**src/rtl/dds_sweep_pkg.sv**
```systemverilog
// Shared constants and types for the DDS frequency sweep controller.
// Optional marker feature is enabled with DDS_SWEEP_MARKER_EN.
package dds_sweep_pkg;

    localparam int FW_WIDTH_DEF    = 32;
    localparam int DWELL_WIDTH_DEF = 24;

    localparam logic [1:0] SWEEP_SINGLE = 2'b00;
    localparam logic [1:0] SWEEP_SAW    = 2'b01;
    localparam logic [1:0] SWEEP_TRI    = 2'b10;

    typedef enum logic [1:0] {
        IDLE = 2'b00,
        UP   = 2'b01,
        DOWN = 2'b10
    } sweep_state_t;

endpackage

```
**src/rtl/dds_sweep_dwell_timer.sv**
```systemverilog
// Dwell down-counter: expire is high on the last cycle of each dwell period.
// Reloads from the value captured at load, or from that captured value on expire.
module dds_sweep_dwell_timer
    import dds_sweep_pkg::*;
#(
    parameter int DWELL_WIDTH = DWELL_WIDTH_DEF
) (
    input  logic                   clock,
    input  logic                   rst,
    input  logic                   load,
    input  logic                   run,
    input  logic [DWELL_WIDTH-1:0] load_val,
    output logic                   expire
);

    logic [DWELL_WIDTH-1:0] cnt_q, cnt_d;
    logic [DWELL_WIDTH-1:0] reload_q, reload_d;

    always_comb begin
        cnt_d    = cnt_q;
        reload_d = reload_q;
        expire   = run && !load && (cnt_q == '0);
        if (load) begin
            cnt_d    = load_val;
            reload_d = load_val;
        end else if (expire) begin
            cnt_d = reload_q;
        end else if (run) begin
            cnt_d = cnt_q - 1'b1;
        end
    end

    always_ff @(posedge clock) begin
        if (rst) begin
            cnt_q    <= '0;
            reload_q <= '0;
        end else begin
            cnt_q    <= cnt_d;
            reload_q <= reload_d;
        end
    end

endmodule

```
**src/rtl/dds_sweep_ctrl.sv**
```systemverilog
// Linear frequency-word sweep (single / sawtooth / triangle) feeding the DDS core.
// Define DDS_SWEEP_MARKER_EN to add the marker_word input and marker crossing pulse.
module dds_sweep_ctrl
    import dds_sweep_pkg::*;
#(
    parameter int FW_WIDTH    = FW_WIDTH_DEF,
    parameter int DWELL_WIDTH = DWELL_WIDTH_DEF
) (
    input  logic                   clock,
    input  logic                   rst,
    input  logic                   start,
    input  logic                   abort,
    input  logic [1:0]             mode,
    input  logic [FW_WIDTH-1:0]    start_word,
    input  logic [FW_WIDTH-1:0]    stop_word,
    input  logic [FW_WIDTH-1:0]    step_word,
    input  logic [DWELL_WIDTH-1:0] dwell_cnt,
`ifdef DDS_SWEEP_MARKER_EN
    input  logic [FW_WIDTH-1:0]    marker_word,
    output logic                   marker,
`endif
    output logic [FW_WIDTH-1:0]    fre_word,
    output logic                   busy,
    output logic                   done
);

    sweep_state_t          state_q, state_d;
    logic [FW_WIDTH-1:0]   fre_q, fre_d;
    logic                  busy_q, busy_d;
    logic                  done_q, done_d;
    logic [1:0]            mode_q, mode_d;
    logic [FW_WIDTH-1:0]   start_q, start_d;
    logic [FW_WIDTH-1:0]   stop_q, stop_d;
    logic [FW_WIDTH-1:0]   step_q, step_d;
    logic                  degen_q, degen_d;

    logic                  timer_load;
    logic                  expire;
    logic [FW_WIDTH:0]     up_sum;
    logic [FW_WIDTH:0]     dn_dif;
    logic [FW_WIDTH-1:0]   up_nxt;
    logic [FW_WIDTH-1:0]   dn_nxt;
    logic                  at_stop;
    logic                  at_start;

    dds_sweep_dwell_timer #(.DWELL_WIDTH(DWELL_WIDTH)) u_dwell (
        .clock    (clock),
        .rst      (rst),
        .load     (timer_load),
        .run      (state_q != IDLE),
        .load_val (dwell_cnt),
        .expire   (expire)
    );

    // Extra bit catches carry/borrow so the endpoints clamp instead of wrapping.
    always_comb begin
        up_sum   = {1'b0, fre_q} + {1'b0, step_q};
        dn_dif   = {1'b0, fre_q} - {1'b0, step_q};
        up_nxt   = (up_sum[FW_WIDTH] || (up_sum[FW_WIDTH-1:0] >= stop_q))  ? stop_q  : up_sum[FW_WIDTH-1:0];
        dn_nxt   = (dn_dif[FW_WIDTH] || (dn_dif[FW_WIDTH-1:0] <= start_q)) ? start_q : dn_dif[FW_WIDTH-1:0];
        at_stop  = (fre_q == stop_q);
        at_start = (fre_q == start_q);
    end

    always_comb begin
        state_d    = state_q;
        fre_d      = fre_q;
        busy_d     = busy_q;
        done_d     = 1'b0;
        mode_d     = mode_q;
        start_d    = start_q;
        stop_d     = stop_q;
        step_d     = step_q;
        degen_d    = degen_q;
        timer_load = 1'b0;
        case (state_q)
            IDLE: begin
                if (start) begin
                    mode_d     = mode;
                    start_d    = start_word;
                    stop_d     = stop_word;
                    step_d     = step_word;
                    degen_d    = (step_word == '0) || (start_word >= stop_word);
                    fre_d      = start_word;
                    busy_d     = 1'b1;
                    state_d    = UP;
                    timer_load = 1'b1;
                end
            end
            UP: begin
                if (expire) begin
                    if (degen_q || at_stop) begin
                        if (!degen_q && mode_q == SWEEP_SAW) begin
                            fre_d = start_q;
                        end else if (!degen_q && mode_q == SWEEP_TRI) begin
                            fre_d   = dn_nxt;
                            state_d = DOWN;
                        end else begin
                            done_d  = 1'b1;
                            busy_d  = 1'b0;
                            state_d = IDLE;
                        end
                    end else begin
                        fre_d = up_nxt;
                    end
                end
            end
            DOWN: begin
                if (expire) begin
                    if (at_start) begin
                        fre_d   = up_nxt;
                        state_d = UP;
                    end else begin
                        fre_d = dn_nxt;
                    end
                end
            end
            default: begin
                state_d = IDLE;
                busy_d  = 1'b0;
            end
        endcase
        // Abort overrides everything, including a start in the same cycle.
        if (abort) begin
            state_d    = IDLE;
            fre_d      = fre_q;
            busy_d     = 1'b0;
            done_d     = 1'b0;
            timer_load = 1'b0;
        end
    end

    always_ff @(posedge clock) begin
        if (rst) begin
            state_q <= IDLE;
            fre_q   <= '0;
            busy_q  <= 1'b0;
            done_q  <= 1'b0;
            mode_q  <= SWEEP_SINGLE;
            start_q <= '0;
            stop_q  <= '0;
            step_q  <= '0;
            degen_q <= 1'b0;
        end else begin
            state_q <= state_d;
            fre_q   <= fre_d;
            busy_q  <= busy_d;
            done_q  <= done_d;
            mode_q  <= mode_d;
            start_q <= start_d;
            stop_q  <= stop_d;
            step_q  <= step_d;
            degen_q <= degen_d;
        end
    end

`ifdef DDS_SWEEP_MARKER_EN
    logic [FW_WIDTH-1:0] mk_word_q, mk_word_d;
    logic                marker_q, marker_d;
    logic                cross_up;
    logic                cross_dn;

    always_comb begin
        mk_word_d = mk_word_q;
        marker_d  = 1'b0;
        cross_up  = (fre_q < mk_word_q) && (mk_word_q <= fre_d);
        cross_dn  = (fre_q > mk_word_q) && (mk_word_q >= fre_d);
        if (!abort) begin
            case (state_q)
                IDLE: begin
                    if (start) begin
                        mk_word_d = marker_word;
                        marker_d  = (start_word == marker_word);
                    end
                end
                UP: begin
                    if (expire) begin
                        if (degen_q || at_stop) begin
                            // The sawtooth wrap only counts when it lands exactly on the marker.
                            if (!degen_q && mode_q == SWEEP_SAW) begin
                                marker_d = (start_q == mk_word_q);
                            end else if (!degen_q && mode_q == SWEEP_TRI) begin
                                marker_d = cross_dn;
                            end
                        end else begin
                            marker_d = cross_up;
                        end
                    end
                end
                DOWN: begin
                    if (expire) begin
                        marker_d = at_start ? cross_up : cross_dn;
                    end
                end
                default: marker_d = 1'b0;
            endcase
        end
    end

    always_ff @(posedge clock) begin
        if (rst) begin
            mk_word_q <= '0;
            marker_q  <= 1'b0;
        end else begin
            mk_word_q <= mk_word_d;
            marker_q  <= marker_d;
        end
    end

    assign marker = marker_q;
`endif

    assign fre_word = fre_q;
    assign busy     = busy_q;
    assign done     = done_q;

endmodule
```
**config.mk**
```make
export PLATFORM = sky130hd
export DESIGN_NAME = dds_sweep_ctrl
export DESIGN_NICKNAME = d
export VERILOG_FILES = /design/src/rtl/dds_sweep_pkg.sv /design/src/rtl/dds_sweep_dwell_timer.sv /design/src/rtl/dds_sweep_ctrl.sv
export SDC_FILE = /design/constraint.sdc
export NUM_CORES = 1
export LEC_CHECK = 0
export ABC_AREA = 1
export BUFFER_PORTS_ARGS = -buffer_cell sky130_fd_sc_hd__buf_4
export CAP_MARGIN = 20
export CORE_MARGIN = 2
export CORE_UTILIZATION = 55
export CTS_CLUSTER_DIAMETER = 50
export DETAILED_ROUTE_END_ITERATION = 8
export PLACE_DENSITY = 0.75
export SETUP_SLACK_MARGIN = 0.05
export SLEW_MARGIN = 20
export SYNTH_ARGS = -nofsm -noshare
export SYNTH_HDL_FRONTEND = slang
export SYNTH_SLANG_ARGS = --single-unit
```
**constraint.sdc**
```tcl
create_clock -name clock -period 4.9 [get_ports clock]
set_input_delay 0.98 -clock clock [delete_from_list [all_inputs] [get_ports clock]]
set_output_delay 0.98 -clock clock [all_outputs]
set_load 0.1 [all_outputs]
```
=== After elaboration in Yosys (flattened, before gate mapping) ===
Cells that the tools add are included.

* Bits of input ports: 126
* Latch bits: 0
* Memory bits (writable): 0
* Bits in registers: 183
* Word-level logic and storage cells: 89
* Memories: 0
* Output and inout port bits: 34
* Memory bits (read-only): 0

* Reductions and logical operators: 22
* $add $sub $neg: 3
* Multipliers: 0
* Muxes and demuxes: 31
* Magnitude comparators: 3
* Shifts and indexed selects: 0
* Bitwise logic cells: 5
* Divide/modulo/power cells: 0
* Eq/ne operators: 14

{| class="wikitable"
|+ Operators with widths
! cell !! count
|-
| two-way mux 32 bit || 9
|-
| one-hot mux 32 bit (3 select lines) || 1
|-
| two-way mux 24 bit || 3
|-
| == test 32 bit || 2
|-
| >= comparator 32 bit || 2
|-
| adder 32 x 32 -> 33 bit || 1
|-
| subtractor 32 x 32 -> 33 bit || 1
|-
| less-or-equal comparator 32 bit || 1
|-
| logical NOT 32 bit || 1
|-
| logical NOT 24 bit || 1
|-
| subtractor 24 x 1 -> 24 bit, second input constant || 1
|-
| AND reduction 6 bit || 3
|-
| two-way mux 2 bit || 7
|-
| inequality test 2 bit, second input constant || 7
|-
| two-way mux 1 bit || 9
|-
| one-hot mux 2 bit (3 select lines) || 1
|-
| nonzero test 3 bit || 2
|-
| OR reduction 6 bit || 1
|-
| inverter 1 bit || 5
|-
| == test 2 x 1 -> 1 bit, second input constant || 2
|-
| == test 2 bit, second input constant || 2
|-
| logical AND 1 bit || 4
|-
| logical OR 1 bit || 4
|-
| inequality test 4 bit, second input constant || 1
|-
| 6 further kinds || 7
|}

=== Longest topological paths before layout ===
Gate-level depths: netlist (run 1).

* Depth in word-level cells: 9
* Depth in mapped cells: 30
* Gate-level depth less buffers: 29

=== Modules after synthesis ===
From an unflattened synthesis (run 1), not the netlist that was laid out.

* Cell total of the unflattened synthesis: 3,145
* Area total of the unflattened synthesis: 18,566.6 um^2

{| class="wikitable"
|+ By module, submodules not included
! module !! area an instance (um^2) !! times used !! sequential area each (um^2) !! cells each
|-
| dds_sweep_ctrl || 15,738.8 || 1 || 2,702.6 || 2,688
|-
| dds_sweep_dwell_timer || 2,827.7 || 1 || 960.9 || 457
|}

=== Least setup slack after synthesis (run 1) ===
No wires, ideal clock.

* Kind: reg2reg
* Start: register fre_q[0], in the netlist fre_word[0]
* End: register fre_q[10], in the netlist fre_word[10]
* Slack: 0.618 ns
* Required time: 4.765 ns
* Period minus slack after synthesis: 4.282 ns
* Stages on the path, launching flop included: 27
* Path buffers: 1
* Library setup time: 0.135 ns
* Arrival: 4.147 ns
* Cells stage by stage: dfxtp_1 inv_1 ha_1 fa_1 inv_1 nand3_1 nand3_1 nand2_1 nand3_1 nand2_1 nand2_1 nand2_1 nand2_1 inv_1 ha_1 nand2_1 nor2_1 and2_1 and3b_1 nand2_1 nand2_1 clkbuf_1 nand4_1 nand3_1 nand3_1 nand2_1 a21oi_2

* Longest elaborated chain between the ends: 9
* Elaborated cells on any way between the ends: 20
* Those cells by class: add/sub (2); order compare (2); eq/ne (3); mux (9); reduce/logical (4)

{| class="wikitable"
|+ RTL lines
! element !! line !! RTL
|-
| from (decl) || dds_sweep_ctrl.sv:28 || <nowiki>logic [FW_WIDTH-1:0] fre_q, fre_d;</nowiki>
|-
| from (signal assigned) || dds_sweep_ctrl.sv:146 || <nowiki>fre_q <= fre_d;</nowiki>
|-
| subtractor 32 x 32 -> 33 bit || dds_sweep_ctrl.sv:58 || <nowiki>dn_dif = {1'b0, fre_q} - {1'b0, step_q};</nowiki>
|-
| less-or-equal comparator 32 bit || dds_sweep_ctrl.sv:60 || <nowiki>dn_nxt = (dn_dif[FW_WIDTH] || (dn_dif[FW_WIDTH-1:0] <= start_q)) ? start_q : dn_dif[FW_WIDTH-1:0];</nowiki>
|-
| logical OR 1 bit || dds_sweep_ctrl.sv:60 ||
|-
| two-way mux 32 bit || dds_sweep_ctrl.sv:60 ||
|-
| two-way mux 32 bit || dds_sweep_ctrl.sv:95 || <nowiki>end else if (!degen_q && mode_q == SWEEP_TRI) begin</nowiki>
|-
| two-way mux 32 bit || dds_sweep_ctrl.sv:93 || <nowiki>if (!degen_q && mode_q == SWEEP_SAW) begin</nowiki>
|-
| two-way mux 32 bit || dds_sweep_ctrl.sv:92 || <nowiki>if (degen_q || at_stop) begin</nowiki>
|-
| two-way mux 32 bit || dds_sweep_ctrl.sv:91 || <nowiki>if (expire) begin</nowiki>
|-
| one-hot mux 32 bit (3 select lines) || dds_sweep_ctrl.sv:76 || <nowiki>case (state_q)</nowiki>
|}

Several ways; a longest one is shown, not always the timed one. The select of a mux whose other input is x is not followed.
A chain may end at the register's enable or synchronous reset.

=== Worst setup path after layout (run 1) ===
* Start: register step_q[10]
* End: register fre_q[24], in the netlist fre_word[24]

* Longest elaborated chain between the ends: 9
* Elaborated cells on any way between the ends: 15
* Those cells by class: add/sub (2); order compare (2); mux (9); reduce/logical (2)

{| class="wikitable"
|+ RTL lines
! element !! line !! RTL
|-
| from (decl) || dds_sweep_ctrl.sv:34 || <nowiki>logic [FW_WIDTH-1:0] step_q, step_d;</nowiki>
|-
| from (signal assigned) || dds_sweep_ctrl.sv:152 || <nowiki>step_q <= step_d;</nowiki>
|-
| subtractor 32 x 32 -> 33 bit || dds_sweep_ctrl.sv:58 ||
|-
| less-or-equal comparator 32 bit || dds_sweep_ctrl.sv:60 ||
|-
| logical OR 1 bit || dds_sweep_ctrl.sv:60 ||
|-
| two-way mux 32 bit || dds_sweep_ctrl.sv:60 ||
|-
| two-way mux 32 bit || dds_sweep_ctrl.sv:95 ||
|-
| two-way mux 32 bit || dds_sweep_ctrl.sv:93 ||
|-
| two-way mux 32 bit || dds_sweep_ctrl.sv:92 ||
|-
| two-way mux 32 bit || dds_sweep_ctrl.sv:91 ||
|-
| one-hot mux 32 bit (3 select lines) * || dds_sweep_ctrl.sv:76 ||
|}

Every way passes the cells marked *; elsewhere a longest branch is shown, timed or not. The select of a mux whose other input is x is not followed.

==> results of run 1 <==
==> metrics by stage <==
stage	cells	area, um^2
floorplan	3075	18100
global placement	3610	19700
detailed placement	3611	19700
CTS	3643	20300
global route	3646	20400
finish	3646	20400
==> Yosys cell counts (3+ instances only) <==
library cell | n | area share, %
nand2_1 | 857 | 18
inv_1 | 514 | 11
nor2_1 | 241 | 5.0
a21oi_1 | 223 | 6.2
nand3_1 | 222 | 6.1
o21ai_0 | 190 | 5.3
dfxtp_1 | 183 | 20
ha_1 | 165 | 11
clkbuf_1 | 70 | 1.5
nand4_1 | 49 | 1.7
xor2_1 | 44 | 2.1
buf_2 | 41 | 1.1
o21ai_1 | 38 | 1.1
xnor2_1 | 34 | 1.6
nor3_1 | 22 | 0.61
a21oi_2 | 21 | 1.0
a31oi_1 | 20 | 0.69
inv_2 | 16 | 0.33
o21bai_1 | 12 | 0.50
nor4_1 | 11 | 0.38
and2_1 | 10 | 0.35
nand2_2 | 8 | 0.28
nand3b_1 | 8 | 0.33
nor2_2 | 8 | 0.28
buf_6 | 7 | 0.44
o211ai_1 | 6 | 0.25
clkinv_1 | 5 | 0.10
o21a_1 | 5 | 0.21
o221ai_1 | 5 | 0.24
a211oi_1 | 4 | 0.17
buf_4 | 4 | 0.17
nor2_4 | 4 | 0.25
or2_2 | 4 | 0.14
a21boi_0 | 3 | 0.12
==> per-layer routing <==
metal  share of wire [%]  vias to the layer above  global-route usage [%]
met3                 9.7                      263                    7.67
met1                  40                     9444                    51.2
met4                 6.9                        0                    25.2
met5                   0                        -                       0
met2                  44                     1238                    65.4
li1                    -                     9984                       -
==> state kept, by name, summed over array words and instances, names as in the netlist <==
name / flops
fre_word: 32
start_q: 32
step_q: 32
stop_q: 32
u_dwell.cnt_q: 24
u_dwell.reload_q: 24
mode_q: 2
state_q: 2
busy: 1
degen_q: 1
done: 1
==> placed cells by master, fill, tap and decap left out, types with 3 or more instances in the layout <==
master,Yosys,layout
nand2_1,857,856
inv_1,514,513
nor2_1,241,241
a21oi_1,223,223
nand3_1,222,222
buf_4,4,216
o21ai_0,190,190
dfxtp_1,183,183
ha_1,165,164
nand4_1,49,49
xor2_1,44,44
o21ai_1,38,37
xnor2_1,34,34
a21oi_2,21,21
nor3_1,22,21
a31oi_1,20,20
inv_2,16,17
clkbuf_16,0,17
o21bai_1,12,12
nor4_1,11,11
and2_1,10,10
nand3b_1,8,8
nor2_2,8,8
nand2_2,8,8
o211ai_1,6,6
clkinv_1,5,5
o21a_1,5,5
o221ai_1,5,5
nor2_4,4,4
or2_2,4,4
a211oi_1,4,4
inv_6,0,4
a21boi_0,3,3
==> critical path: cells and delay by family, from the launching register on <==
| kind | cells | cell delay, ns |
|---|---|---|
| AO/OA/AOI/OAI | 1 | 0.06 |
| flip-flops | 1 | 0.34 |
| AND/OR/NAND/NOR | 16 | 2.22 |
| buffers and inverters | 5 | 0.64 |
| adder cells (fa/ha/maj) | 2 | 0.82 |
| XOR/XNOR | 1 | 0.27 |
==> final timing paths <==
| path | startpoint | to | slack [ns] | cells after the start |
|---|---|---|---|---|
| worst max-delay path | step_q[10] | fre_word[24] | 0.36 | 25 |
| worst min-delay path | u_dwell.reload_q[11] | u_dwell.reload_q[11] | 0.47 | 2 |
| worst max register to register | step_q[10] | fre_word[24] | 0.36 | 25 |
| worst min register to register | u_dwell.reload_q[11] | u_dwell.reload_q[11] | 0.47 | 2 |
==> cell families (layout without fill, tap and decap cells) <==
logic type / Yosys count / in the layout
fa+ha+maj: 167 / 167
compound gates: 532 / 532
buf+inv: 659 / 786
simple gates: 1456 / 1456
xor+xnor: 78 / 78
flops: 183 / 183
other cells: 0 / 2
==> power breakdown <==
group / internal (mW) / switching [mW]
clock network: 0.790 / 0.734
logic: 1.48 / 3.35
registers: 1.67 / 0.151
total: 3.94 / 4.23
==> cell type report <==
class	count	area, um^2	share of cell area, %
inverter	535	2010	9.85
sequential	183	3660	18.0
tap	442	553	2.71
antenna	2	5.00	0.0246
clock inverter	14	183	0.896
clock buffer	18	439	2.15
multi-input combinational	2233	11800	58.1
timing repair buffer	219	1690	8.29
==> flow_summary_export.csv, run 1 <==
group,metric,value,unit
setup_path,critPathArrivalTime,4.84,ns
yosys,muxShareOfSynthArea,0,%
yosys,synthAdderAreaFrac,11.6,%
min_path,worstHoldPathType,"reg2reg",
setup_path,critPathRequiredTime,5.20,ns
power,leakage,10.8,nW
clock_tree,cts_hold_buffers,0,
floorplanning,die_area,34300,um^2
yosys,postSynthAreaPerCell,5.88,um^2
placement,gp_congestion,1.02,
yosys,synth_edf_count,0,
placement,pre_cts_ws,0.549,ns
grt,grt_util_all_layers,41.0,%
sta,period_share,92.7,%
floorplanning,rows,66,
drt,routed_wl,70.8,mm
clock_tree,cts_resized,0,
cells_and_area,post-route-util,62.8,%
grt,antenna_found_initial,2,
sta,rsz0062_at_grt,"false",
setup_path,worstSetupPathType,"reg2reg",
drt,viasPerCell,5.74,
clock_tree,clock_path_buffers,2,
drt,ant_nets,0,
placement,hpwl,55.0,mm
clock_tree,clk_latency,0.47,ns
setup_path,slowest_delay,0.50,ns
sta,finalClockSkew,0.0144,ns
yosys,syn_area,18100,um^2
cells_and_area,area_growth,12.8,%
floorplanning,initial_core_util,55.7,%
clock_tree,cts_buffers,17,
cells_and_area,nNetsFinal,3482,
drt,wire_per_inst,19.4,um
power,p_per_area,401,nW/um^2
drt,drtIter0Drc,2261,
sta,setup_tns,0,ns
grt,grt_max_degree,104,
clock_tree,cts_tree,"built",
clock_tree,clock_sinks,183,
setup_path,critPathSlowestCell,"ha_1",
sta,hold_viol,0,
status,outcome,"completed",
yosys,async_flop_share,0,%
flow_run,max-cap-violations,0,
yosys,synth_seq_area_share,20.3,%
power,power,8.18,mW
power,peakVddDrop,287,uV
clock_tree,clk_pin_slew,0.08,ns
sta,worstMarginPinSlew,0.983,ns
sta,fin_crit,4.54,ns
grt,grt_pass1_wl,107,mm
grt,grt_pass1_vias,19400,
drt,firstDrtPassIters,6,
cells_and_area,n_fill_cell,3245,
sta,post-route-worst-setup-slack,0.356,ns
sta,holdWs,0.474,ns
yosys,ys_ff_latch,183,
drt,vias,20900,
yosys,synth_cell_types,49,
sta,relSlewSlack,34.5,%
yosys,synth-simple-area-share,34.0,%
yosys,syn-num-nets,3368,
setup_path,endpoint_kind,"flop",
cells_and_area,drive_above_1_share,10.1,%
yosys,synth_cells,3075,
floorplanning,ioPinCount,160,
setup_path,path_max_fanout,25,
floorplanning,die_h,185,um
grt,grt-ovfl-total,0,
clock_tree,root_buffer,"clkbuf_16",
yosys,yosys_warnings,0,
setup_path,start_kind,"flop",
floorplanning,die_w,185,um
sta,timing.fmax,220,MHz
clock_tree,htreeDepth,4,
yosys,synth-main-ff-cell,"dfxtp_1",
placement,io_buffers,159,
yosys,synth_top_family_by_area,"simple AND/OR/NAND/NOR gates",
clock_tree,cts_setup_buffers,0,
sta,finalMaxSlewViolations,0,
yosys,synth-xor-area-share,3.78,%
drt,drc,0,
sta,finalSetupViolCount,0,
setup_path,crit_path_frequent_cell,"nand2_1",
floorplanning,core,32500,um^2
yosys,synth-compound-area-share,15.9,%
Power figures use the tool's default switching activity.
==> run 2, diff against run 1 <==
--- a/config.mk
+++ b/config.mk
@@ -15,5 +15,5 @@
 export PLACE_DENSITY = 0.75
 export SETUP_SLACK_MARGIN = 0.05
-export SLEW_MARGIN = 20
+export SLEW_MARGIN = 25
 export SYNTH_ARGS = -nofsm -noshare
 export SYNTH_HDL_FRONTEND = slang
==> constraint.sdc (replaced) <==
create_clock -name clock -period 4.9 [get_ports clock]
set_input_delay 1.47 -clock clock [delete_from_list [all_inputs] [get_ports clock]]
set_output_delay 1.47 -clock clock [all_outputs]
set_load 0.1 [all_outputs]
==> run 2 against run 1 <==
Net effect:
- register-to-register slack got worse by 0.08 ns
- sequential power about the same
- first-iteration DRC count rose by 1.7%
- via count shrank 0.64%
- clock power fell by 9%
- highest routed layer unchanged
==> flow_summary_export.csv, run 2 (synthesized netlist as in run 1, its figures left out) <==
group,metric,value,unit
status,outcome,"completed",
placement,hpwl,54.4,mm
sta,holdWs,0.473,ns
grt,grt_pass1_wl,108,mm
floorplanning,die_area,34300,um^2
cells_and_area,n_fill_cell,3242,
setup_path,start_kind,"flop",
flow_run,max-cap-violations,0,
sta,hold_viol,0,
setup_path,crit_family,"compound AO/OA/AOI/OAI gates",
clock_tree,htreeDepth,4,
setup_path,r2r-end,"fre_word[12]",
sta,period_share,94.4,%
cells_and_area,drive_above_1_share,10.1,%
cells_and_area,final_cell_mix,"nand2_1, inv_1, nor2_1",
cells_and_area,seq_area,3660,um^2
placement,gp_congestion,1.05,
floorplanning,ioPinCount,160,
drt,vias,20800,
drt,wire_per_inst,19.5,um
sta,finalMaxSlewViolations,0,
power,p_per_area,396,nW/um^2
min_path,hold_start,"u_dwell.reload_q[3]",
floorplanning,die_h,185,um
min_path,worstHoldPathType,"reg2reg",
grt,grt_pass1_vias,19100,
clock_tree,clk_latency,0.47,ns
floorplanning,core,32500,um^2
floorplanning,rows,66,
drt,drc,0,
sta,finalClockSkew,0.0160,ns
sta,fin_crit,4.62,ns
drt,ant_nets,0,
sta,rsz0062_at_grt,"true",
drt,firstDrtPassIters,6,
clock_tree,clk_pin_slew,0.08,ns
cells_and_area,area_growth,12.5,%
setup_path,reg2reg_depth,22,
sta,relSlewSlack,36.5,%
grt,antenna_found_initial,1,
setup_path,path_max_fanout,16,
setup_path,r2r-start,"step_q[12]",
sta,worstMarginPinSlew,0.952,ns
clock_tree,root_buffer,"clkbuf_16",
clock_tree,cts_setup_buffers,0,
clock_tree,cts_tree,"built",
setup_path,path_buf_inv,3,
power,leakage,10.8,nW
setup_path,endpoint_kind,"flop",
floorplanning,initial_core_util,55.7,%
setup_path,critPathSlowestCell,"ha_1",
sta,timing.fmax,216,MHz
cells_and_area,nNetsFinal,3480,
drt,drtIter0Drc,2299,
clock_tree,cts_buffers,17,
placement,io_buffers,159,
setup_path,worstSetupPathType,"reg2reg",
clock_tree,clock_path_buffers,2,
sta,finalSetupViolCount,0,
setup_path,r2r_setup_slack,0.28,ns
setup_path,crit_path_frequent_cell,"nand2_1",
cells_and_area,layout_commonest_cell,"nand2_1",
drt,viasPerCell,5.71,
setup_path,crit_cells,22,
setup_path,critPathRequiredTime,5.29,ns
setup_path,slowest_delay,0.51,ns
min_path,hold_path_depth,2,
min_path,min_to,"u_dwell.reload_q[3]",
grt,grt_max_degree,152,
setup_path,crit_chain,"inv_1 > ha_1 > o21ai_0 > nand2_1 > nand2_1 > a21oi_1 > nand2_1 > xor2_1 > inv_1 > ha_1 > a21oi_1 > o21ai_0 > a21oi_1 > nand2_1 > nand2_1 > nand3_1 > buf_4 > o21ai_0 > nand3_1 > nand3_1 > nand2_1 > a21oi_1",
power,peakVddDrop,306,uV
setup_path,critPathArrivalTime,5.02,ns
clock_tree,clock_sinks,183,
grt,grt-ovfl-total,0,
cells_and_area,multi_input_area,11800,um^2
grt,grt_util_all_layers,41.3,%
floorplanning,die_w,185,um
sta,setup_tns,0,ns
drt,routed_wl,71.0,mm
[run 2: cell count changes in the layout (fill, tap and decap cells not counted), sizes merged]
cell / delta
clkinv: +5
inv: -3
diode: -1
bufinv: -2
buf: -2
[run 2: timing repair]
action / in CTS / in global routing
setup endpoints to repair: 0 / 1
hold buffers: 0 / 0
resized for setup: 0 / 0
[run 2: worst max-delay path by stage]
stage	from	endpoint	slack, ns
global placement	step_q[20]	fre_word[10]	0.48
finish	step_q[12]	fre_word[12]	0.28
floorplan	fre_word[0]	fre_word[10]	0.62
CTS	step_q[20]	fre_word[10]	0.46
global route	step_q[19]	fre_word[29]	0.04
detailed placement	step_q[20]	fre_word[10]	0.49
[run 2: through the flow]
step                power [mW]  utilization, %  cells  instance area [um^2]  worst slack, ns
floorplan                 5.12               -   3075                 18100            0.618
global placement          6.43            60.8   3608                 19700            0.476
detailed placement        6.51            60.8   3608                 19700            0.488
CTS                       7.90            62.5   3640                 20300            0.459
global route              8.61            62.6   3643                 20300           0.0391
finish                    8.06            62.6   3643                 20300            0.276
[run 2: power by group]
| part | internal [mW] | switching, mW |
|---|---|---|
| Combinational | 1.52 | 3.33 |
| Clock | 0.677 | 0.715 |
| Sequential | 1.67 | 0.151 |
| Total | 3.86 | 4.19 |
[run 2: routing by layer]
layer	global-route usage (%)	up-vias	part of all wire, %
li1	-	9966	-
met1	52.9	9422	40
met2	64.2	1162	43
met3	7.75	245	10
met4	25.0	0	7.1
met5	0	-	0
[run 2: cell type report]
class                   instances  share of cell area [%]
multi-input cells            2233                    58.2
repair buffers                217                    8.36
clock inverters                14                   0.603
well taps                     442                    2.72
diodes                          1                  0.0123
flip-flops and latches        183                    18.0
clock buffers                  18                    2.16
inverters                     535                    9.88
[run 2: worst register-to-register path: cells and delay by family (launching register included)]
family          cells  cell delay, ns
compound gates      7            1.45
xor+xnor            1            0.23
fa+ha+maj           2            0.80
buf+inv             3            0.43
flops               1            0.35
simple gates        9            1.30
